$ cat src/rtl/datapath_run_monitor.sv
// rtl/datapath_run_monitor.sv - run control, halt/timeout detection, store tally and PC trace for the single-cycle datapath
module datapath_run_monitor #(
    parameter int ADDR_WIDTH        = 16,
    parameter int DATA_WIDTH        = 16,
    parameter int TRACE_DEPTH       = 8,
    parameter int HALT_CYCLES       = 4,
    parameter int TIMEOUT_CYCLES    = 1024,
    parameter int CORE_RESET_CYCLES = 2
) (
    input  logic                           clk,
    input  logic                           rst,
    input  logic                           start,
    input  logic [ADDR_WIDTH-1:0]          pc_in,
    input  logic                           mem_we_in,
    input  logic [ADDR_WIDTH-1:0]          mem_addr_in,
    input  logic [DATA_WIDTH-1:0]          mem_data_in,
    output logic                           core_rst,
    output logic                           running,
    output logic                           done,
    output logic                           timeout,
    output logic [31:0]                    cycle_count,
    output logic [15:0]                    store_count,
    output logic [ADDR_WIDTH-1:0]          last_store_addr,
    output logic [DATA_WIDTH-1:0]          last_store_data,
    input  logic [$clog2(TRACE_DEPTH)-1:0] trace_rd_idx,
    output logic [ADDR_WIDTH-1:0]          trace_rd_pc,
    output logic [$clog2(TRACE_DEPTH):0]   trace_count
);
    localparam int IDX_W = $clog2(TRACE_DEPTH);
    localparam int CNT_W = IDX_W + 1;
    localparam int HC_W  = $clog2(HALT_CYCLES + 1);
    localparam int RC_W  = $clog2(CORE_RESET_CYCLES + 1);

    typedef enum logic [2:0] {
        S_IDLE,
        S_RESET_CORE,
        S_RUN,
        S_HALTED,
        S_TIMED_OUT
    } state_t;

    state_t                state_q, state_d;
    logic [RC_W-1:0]       rc_cnt_q, rc_cnt_d;
    logic [31:0]           cycle_q, cycle_d;
    logic [15:0]           store_q, store_d;
    logic [ADDR_WIDTH-1:0] last_addr_q, last_addr_d;
    logic [DATA_WIDTH-1:0] last_data_q, last_data_d;
    logic [IDX_W-1:0]      wr_ptr_q, wr_ptr_d;
    logic [CNT_W-1:0]      tcount_q, tcount_d;
    logic [HC_W-1:0]       stable_q, stable_d;
    logic [ADDR_WIDTH-1:0] prev_pc_q, prev_pc_d;
    logic                  have_prev_q, have_prev_d;
    logic                  core_rst_q, running_q, done_q, timeout_q;
    logic                  trace_we;
    logic                  clear_run;
    logic [ADDR_WIDTH-1:0] trace_q [TRACE_DEPTH];
    logic [IDX_W-1:0]      rd_ptr;

    always_comb begin
        state_d     = state_q;
        rc_cnt_d    = rc_cnt_q;
        cycle_d     = cycle_q;
        store_d     = store_q;
        last_addr_d = last_addr_q;
        last_data_d = last_data_q;
        wr_ptr_d    = wr_ptr_q;
        tcount_d    = tcount_q;
        stable_d    = stable_q;
        prev_pc_d   = prev_pc_q;
        have_prev_d = have_prev_q;
        trace_we    = 1'b0;
        clear_run   = 1'b0;

        case (state_q)
            S_IDLE, S_HALTED, S_TIMED_OUT: begin
                if (start) begin
                    state_d   = S_RESET_CORE;
                    rc_cnt_d  = '0;
                    clear_run = 1'b1;
                end
            end
            S_RESET_CORE: begin
                clear_run = 1'b1;
                if (rc_cnt_q == RC_W'(CORE_RESET_CYCLES - 1)) begin
                    state_d  = S_RUN;
                    rc_cnt_d = '0;
                end else begin
                    rc_cnt_d = rc_cnt_q + RC_W'(1);
                end
            end
            S_RUN: begin
                cycle_d  = cycle_q + 32'd1;
                trace_we = 1'b1;
                wr_ptr_d = wr_ptr_q + IDX_W'(1);
                if (tcount_q != CNT_W'(TRACE_DEPTH))
                    tcount_d = tcount_q + CNT_W'(1);
                if (mem_we_in) begin
                    if (store_q != 16'hFFFF)
                        store_d = store_q + 16'd1;
                    last_addr_d = mem_addr_in;
                    last_data_d = mem_data_in;
                end
                // The first RUN cycle has nothing to compare against, hence have_prev.
                if (have_prev_q && pc_in == prev_pc_q)
                    stable_d = stable_q + HC_W'(1);
                else
                    stable_d = '0;
                prev_pc_d   = pc_in;
                have_prev_d = 1'b1;
                if (stable_d == HC_W'(HALT_CYCLES))
                    state_d = S_HALTED;
                else if (cycle_d == 32'(TIMEOUT_CYCLES))
                    state_d = S_TIMED_OUT;
            end
            default: state_d = S_IDLE;
        endcase

        if (clear_run) begin
            cycle_d     = '0;
            store_d     = '0;
            last_addr_d = '0;
            last_data_d = '0;
            wr_ptr_d    = '0;
            tcount_d    = '0;
            stable_d    = '0;
            have_prev_d = 1'b0;
        end
    end

    always_ff @(posedge clk or posedge rst) begin
        if (rst) begin
            state_q     <= S_IDLE;
            rc_cnt_q    <= '0;
            cycle_q     <= '0;
            store_q     <= '0;
            last_addr_q <= '0;
            last_data_q <= '0;
            wr_ptr_q    <= '0;
            tcount_q    <= '0;
            stable_q    <= '0;
            prev_pc_q   <= '0;
            have_prev_q <= 1'b0;
            core_rst_q  <= 1'b1;
            running_q   <= 1'b0;
            done_q      <= 1'b0;
            timeout_q   <= 1'b0;
        end else begin
            state_q     <= state_d;
            rc_cnt_q    <= rc_cnt_d;
            cycle_q     <= cycle_d;
            store_q     <= store_d;
            last_addr_q <= last_addr_d;
            last_data_q <= last_data_d;
            wr_ptr_q    <= wr_ptr_d;
            tcount_q    <= tcount_d;
            stable_q    <= stable_d;
            prev_pc_q   <= prev_pc_d;
            have_prev_q <= have_prev_d;
            core_rst_q  <= (state_d != S_RUN);
            running_q   <= (state_d == S_RESET_CORE) || (state_d == S_RUN);
            done_q      <= (state_d == S_HALTED);
            timeout_q   <= (state_d == S_TIMED_OUT);
        end
    end

    always_ff @(posedge clk or posedge rst) begin
        if (rst) begin
            for (int i = 0; i < TRACE_DEPTH; i++)
                trace_q[i] <= '0;
        end else if (trace_we) begin
            trace_q[wr_ptr_q] <= pc_in;
        end
    end

    // wr_ptr points at the next free slot, so the newest entry is one behind it.
    assign rd_ptr      = wr_ptr_q - IDX_W'(1) - trace_rd_idx;
    assign trace_rd_pc = ({1'b0, trace_rd_idx} >= tcount_q) ? '0 : trace_q[rd_ptr];

    assign core_rst        = core_rst_q;
    assign running         = running_q;
    assign done            = done_q;
    assign timeout         = timeout_q;
    assign cycle_count     = cycle_q;
    assign store_count     = store_q;
    assign last_store_addr = last_addr_q;
    assign last_store_data = last_data_q;
    assign trace_count     = tcount_q;
endmodule

$ cat config.mk
export PLATFORM = sky130hd
export DESIGN_NAME = datapath_run_monitor
export DESIGN_NICKNAME = d
export VERILOG_FILES = /design/src/rtl/datapath_run_monitor.sv
export SDC_FILE = /design/constraint.sdc
export NUM_CORES = 1
export LEC_CHECK = 0
export CAP_MARGIN = 20
export CORE_MARGIN = 2
export CORE_UTILIZATION = 30
export DETAILED_ROUTE_END_ITERATION = 8
export PLACE_DENSITY = 0.48
export SLEW_MARGIN = 20
export SYNTH_ARGS = -nofsm -noshare
export SYNTH_HDL_FRONTEND = slang
export SYNTH_SLANG_ARGS = --single-unit
export TNS_END_PERCENT = 100
$ cat constraint.sdc
create_clock -name clk -period 10.25 [get_ports clk]
set_input_delay 2.05 -clock clk [delete_from_list [all_inputs] [get_ports clk]]
set_output_delay 2.05 -clock clk [all_outputs]
set_load 0.02 [all_outputs]
==> flow_summary.json, run 1 <==
{
  "status": "completed",
  "fillers": 3956,
  "antenna_found_initial": 0,
  "multi_input_area_mm2": 0.00565,
  "clockBufferDepth": 3,
  "setup_tns_ns": 0,
  "wl_met2_um": 14700,
  "io_pins": 159,
  "power_density_mw_per_mm2": 160,
  "drt_iter0_drc": 437,
  "fp.dieW_um": 204,
  "rsz0062_at_grt": "no",
  "path_clk_slew_ns": 0.06,
  "routed_via_density": 4.96,
  "n_antenna_cell": 0,
  "dpl_cell_area_mm2": 0.0142,
  "p_leak_nw": 6.26,
  "wl_met1_um": 14800,
  "io_buffers": 158,
  "synth_edf_count": 0,
  "grt_max_degree": 94,
  "tightest_slew_ns": 1.08,
  "period_needed_ns": 7.34,
  "hold-worst-slack_ns": 0.495,
  "wl_um": 31900,
  "slew_violations": 0,
  "topRoutingLayerUsed": "met4",
  "hold_viol": 0,
  "synth-seq-cells": 244,
  "syn_nets": 1157,
  "drc": 0,
  "cts_max_level": 1,
  "drive_above_1_share": 0.207,
  "reg2reg_slack_ns": 7.19,
  "ys_seq_area_frac": 0.507,
  "place_ws_ns": 2.88,
  "cts.sinks": 244,
  "ant_nets": 0,
  "globalplace.congestion": 0.816,
  "synth_area_mm2": 0.0121,
  "async_flop_share": 1.00,
  "cp_max_fo": 32,
  "synth-main-ff-cell": "dfrtp_1",
  "criticalPathCategory": "input pin to output port",
  "initial_core_util": 0.303,
  "met3_length_um": 1550,
  "grt_pass1_vias": 8941,
  "cts_setup_buffers": 0,
  "crit_path_start_kind": "input pin",
  "clock_skew_ns": 0.0104,
  "rows": 73,
  "setup_slack_ns": 2.91,
  "stdcell_area_mm2": 0.0152,
  "hold_class": "flop to flop",
  "end_kind": "output port",
  "p_total_mw": 2.44,
  "cts_tree": "built",
  "relSlewSlack": 0.281,
  "synth_warnings": 0,
  "register_area_mm2": 0.00611,
  "cap_violations": 0,
  "dp_hpwl_um": 20300,
  "nets": 1287,
  "finalSetupViolations": 0,
  "die_y_um": 204,
  "ir_drop_v": 0.000130,
  "grt_pass1_wl_um": 51500,
  "firstDrtPassIters": 5,
  "fmax_mhz": 136,
  "post-route-period-util": 0.716,
  "dieArea_mm2": 0.0418,
  "syn2layout_area_growth_pct": 26.1,
  "synthCells": 1091,
  "cts_made_buffers": 29,
  "ys_types": 65,
  "cp.arrival_ns": 5.29,
  "cts-root-buf": "clkbuf_16",
  "clk-insertion-delay-late_ns": 0.56,
  "core_area_mm2": 0.0397,
  "via_count": 8781,
  "grt_usage": 0.155,
  "cts_hold_buffers": 0,
  "wl_per_cell_um": 18.0,
  "synth_area_per_cell_um2": 11.0,
  "grt-ovfl-total": 0,
  "post_cts_resized": 0,
  "cp_data_required_time_ns": 8.20
}
final timing paths:
path | startpoint | to | depth (start not counted)
max in group asynchronous | rst | cycle_count[27]$_DFFE_PP0P_ | 3
max | trace_rd_idx[0] | trace_rd_pc[13] | 10
min | prev_pc_q[14]$_DFFE_PP0P_ | prev_pc_q[14]$_DFFE_PP0P_ | 2
max reg2reg | cycle_count[3]$_DFFE_PP0P_ | done$_DFF_PP0_ | 7
min reg2reg | prev_pc_q[14]$_DFFE_PP0P_ | prev_pc_q[14]$_DFFE_PP0P_ | 2
min in group asynchronous | rst | cycle_count[13]$_DFFE_PP0P_ | 2
cells by family after synthesis:
family / Yosys count / share of synthesized area
mux: 180 / 0.196
compound gates: 163 / 0.0803
flops: 244 / 0.507
simple gates: 358 / 0.143
buf+inv: 89 / 0.0287
xor+xnor: 46 / 0.0334
fa+ha+maj: 11 / 0.0120
report_power, final:
group	total (mW)	internal [mW]	switching, mW
combinational	0.286	0.142	0.144
clock	1.10	0.677	0.422
sequential	1.05	1.02	0.0384
total	2.44	1.84	0.605
flip-flops by register name, indices dropped and copies added, names as in the netlist:
signal	count
trace_q	128
cycle_count	32
timeout	1
store_count	16
rc_cnt_q	2
running	1
prev_pc_q	16
core_rst	1
last_store_data	16
trace_count	4
stable_q	3
wr_ptr_q	3
last_store_addr	16
state_q	3
done	1
have_prev_q	1
worst max-delay path: stages:
cell and delay, ns:
clkdlybuf4s50_1 0.40, inv_1 0.18, ha_1 0.18, inv_1 0.05, fa_2 0.51, buf_4 0.50, mux4_2 0.58, mux2i_1 0.14
nor2_1 0.08, clkdlybuf4s50_1 0.55
synth_stat cells, types with 3 or more instances:
master | number | share of area
dfrtp_1 | 243 | 0.50
nand2_1 | 168 | 0.052
mux2_2 | 129 | 0.12
nor2_1 | 72 | 0.022
clkbuf_1 | 59 | 0.018
o21ai_0 | 57 | 0.024
a21oi_1 | 56 | 0.023
mux4_2 | 32 | 0.060
nand3_1 | 32 | 0.013
xnor2_1 | 24 | 0.017
xor2_1 | 22 | 0.016
mux2i_1 | 19 | 0.016
nand4_1 | 17 | 0.0088
inv_1 | 15 | 0.0047
o31ai_1 | 14 | 0.0087
ha_1 | 10 | 0.010
nor3_1 | 10 | 0.0042
and3_1 | 8 | 0.0042
nor4_1 | 8 | 0.0042
a21o_1 | 7 | 0.0044
a31oi_1 | 7 | 0.0036
buf_1 | 7 | 0.0022
and4_1 | 5 | 0.0036
nor2b_1 | 5 | 0.0026
and2_1 | 4 | 0.0021
buf_2 | 4 | 0.0017
clkbuf_2 | 3 | 0.0012
nand2b_1 | 3 | 0.0016
nor4_2 | 3 | 0.0031
nor4_4 | 3 | 0.0053
or3_1 | 3 | 0.0016
layout by cell type (no fill, tap or decap), types with 3 or more instances in the layout:
cell type          n
a21o_1             7
a21oi_1           55
a31oi_1            7
and2_1             3
and3_1             8
and4_1             5
buf_4             14
bufinv_16          4
clkbuf_1           3
clkbuf_16         29
clkbuf_8           8
clkdlybuf4s50_1  158
clkinv_2           7
dfrtp_1          243
ha_1              10
inv_1             14
mux2_2           129
mux2i_1           19
mux4_2            32
nand2_1          167
nand2b_1           3
nand3_1           31
nand4_1           17
nor2_1            71
nor2b_1            5
nor3_1             8
nor3_2             3
nor4_1             8
nor4_2             3
nor4_4             3
o21ai_0           57
o31ai_1           14
or3_1              3
xnor2_1           23
xor2_1            22
through the flow:
step	std cells	utilization
final	1769	0.383
after global routing	1769	0.383
after CTS	1769	0.383
after detailed placement	1715	0.357
after global placement	1715	0.357
after floorplan	1091	-
cell type report:
class,count,share of cell area
sequential,244,0.402
clock buffer,40,0.0557
inverter,15,0.00420
clock inverter,14,0.0120
multi-input combinational,758,0.372
tap,525,0.0432
timing repair buffer,173,0.112
per-layer routing:
metal  up-vias  track usage
li1       4153            -
met1      4407        0.212
met2       177        0.255
met3        44       0.0247
met4         0       0.0396
met5         -            0
Note: power is estimated with default switching activity, not from simulation.
==> inputs of run 2 (changes only) <==
Clock period 10.25 ns to 7.55 ns, I/O delays scaled along.
==> run 2 against run 1 <==
- design area is 0.16% lower
- utilization is 0.063 points lower
- critical endpoint is now trace_rd_pc[4]
- first-iteration DRC count is 11% higher
==> flow_summary.json, run 2 (same netlist as run 1, synthesis figures left out) <==
{
  "globalplace.congestion": 0.808,
  "layout_common_cells": "dfrtp_1, nand2_1, clkdlybuf4s50_1",
  "tightest_slew_ns": 1.03,
  "fillers": 3966,
  "place_ws_ns": 1.40,
  "p_leak_nw": 6.25,
  "cts_max_level": 1,
  "power.share.combinational": 0.121,
  "r2r_start": "cycle_count[3]$_DFFE_PP0P_",
  "reg2reg_depth": 7,
  "setup_slack_ns": 1.39,
  "fp.dieW_um": 204,
  "grt_max_degree": 151,
  "clk-insertion-delay-late_ns": 0.57,
  "cpMaxStageDelayCell": "fa_2",
  "power_density_mw_per_mm2": 213,
  "slew_violations": 0,
  "drt_iter0_drc": 487,
  "grt_usage": 0.156,
  "clock_skew_ns": 0.0111,
  "largest_reg_flops": 128,
  "cts.sinks": 244,
  "cts_setup_buffers": 0,
  "drive_above_1_share": 0.208,
  "hold-path-endpoint": "prev_pc_q[2]$_DFFE_PP0P_",
  "dpl_cell_area_mm2": 0.0142,
  "fmax_mhz": 162,
  "worstHoldStart": "prev_pc_q[2]$_DFFE_PP0P_",
  "die_y_um": 204,
  "firstDrtPassIters": 4,
  "hold_class": "flop to flop",
  "relSlewSlack": 0.315,
  "dieArea_mm2": 0.0418,
  "final_cells": 1773,
  "wl_per_cell_um": 18.1,
  "core_area_mm2": 0.0397,
  "via_count": 8741,
  "internal_power_mw": 2.42,
  "initial_core_util": 0.303,
  "dp.cells": 1719,
  "reg2reg_slack_ns": 4.44,
  "io_pins": 159,
  "crit_path_start_kind": "input pin",
  "grt_pass1_vias": 8799,
  "cap_violations": 0,
  "switching_share": 0.254,
  "pwr-share-seq": 0.443,
  "cts_made_buffers": 29,
  "pwr-share-clk": 0.436,
  "cp.arrival_ns": 4.65,
  "hold-worst-slack_ns": 0.495,
  "p_sw_mw": 0.821,
  "mostFrequentLayoutCell": "dfrtp_1",
  "hold_viol": 0,
  "grt-ovfl-total": 0,
  "cts-root-buf": "clkbuf_16",
  "ir_drop_v": 0.000168,
  "max_stage_delay_ns": 0.61,
  "syn2layout_area_growth_pct": 25.9,
  "r2r-end": "done$_DFF_PP0_",
  "drc": 0,
  "finalSetupViolations": 0,
  "clockBufferDepth": 3,
  "end_kind": "output port",
  "criticalPathCategory": "input pin to output port",
  "rsz0062_at_grt": "no",
  "cts_tree": "built",
  "stdcell_area_mm2": 0.0152,
  "grt_pass1_wl_um": 51500,
  "ant_nets": 0,
  "status": "completed",
  "cts_hold_buffers": 0,
  "top_register": "trace_q",
  "worstHoldPathCells": 2,
  "rows": 73,
  "io_buffers": 158,
  "cp_max_fo": 14,
  "routed_via_density": 4.93,
  "final_util": 0.382,
  "post_cts_resized": 0,
  "antenna_found_initial": 2,
  "dp_hpwl_um": 20400,
  "path_clk_slew_ns": 0.06,
  "wl_um": 32100,
  "post-route-period-util": 0.816,
  "period_needed_ns": 6.16,
  "nets": 1291,
  "setup_tns_ns": 0,
  "path_cells": "clkdlybuf4s50_1, inv_1, ha_1, inv_1, fa_2, buf_4, mux4_2, mux2i_1, nor2_1, clkdlybuf4s50_1",
  "p_total_mw": 3.24,
  "cp_data_required_time_ns": 6.04
}
==> run 2: cell count changes in the layout (fill, tap and decap cells not counted), sizes merged <==
cell	previous run	this run
clkinvlp	1	2
inv	17	15
bufinv	4	2
clkinv	7	9
buf	15	19
clkbuf	40	39
diode	0	2
==> run 2: area by class of cell <==
type / instances / area [um^2] / area share
Antenna cell: 2 / 5.00 / 0.000330
Clock buffer: 39 / 833 / 0.0549
Clock inverter: 13 / 133 / 0.00874
Inverter: 15 / 60.1 / 0.00396
Multi-Input combinational cell: 758 / 5650 / 0.372
Sequential cell: 244 / 6110 / 0.402
Tap cell: 525 / 657 / 0.0433
Timing Repair Buffer: 177 / 1740 / 0.114
==> run 2: worst max-delay path by stage <==
stage | startpoint | endpoint | slack [ns] | cells after the start
floorplan | trace_rd_idx[0] | trace_rd_pc[10] | 2.26 | 9
global placement | trace_rd_idx[0] | trace_rd_pc[4] | 1.39 | 10
detailed placement | trace_rd_idx[0] | trace_rd_pc[12] | 1.40 | 10
CTS | trace_rd_idx[0] | trace_rd_pc[4] | 1.36 | 10
global route | trace_rd_idx[0] | trace_rd_pc[14] | 1.21 | 10
finish | trace_rd_idx[0] | trace_rd_pc[4] | 1.39 | 10
==> run 2: worst max-delay path: cells and delay by family <==
family        cells  cell delay [ns]
fa+ha+maj         2             0.80
buf+inv           5             1.53
simple gates      1             0.08
mux               2             0.72
==> run 2: metal layers <==
layer  wire [um]  share of wire  vias up  global-route usage
li1            -              -     4148                   -
met1       15300           0.48     4368               0.221
met2       14700           0.46      180               0.248
met3        1410          0.044       45              0.0266
met4         691          0.022        0              0.0373
met5           0              0        -                   0
==> run 2: power groups by stage <==
stage	sequential (mW)	combinational, mW	clock, mW
2_1_floorplan	1.48	0.192	0
3_5_place_dp	1.46	0.398	0
6_report	1.43	0.391	1.41
4_1_cts	1.43	0.400	1.46
5_1_grt	1.44	0.427	1.51
3_3_place_gp	1.46	0.396	0
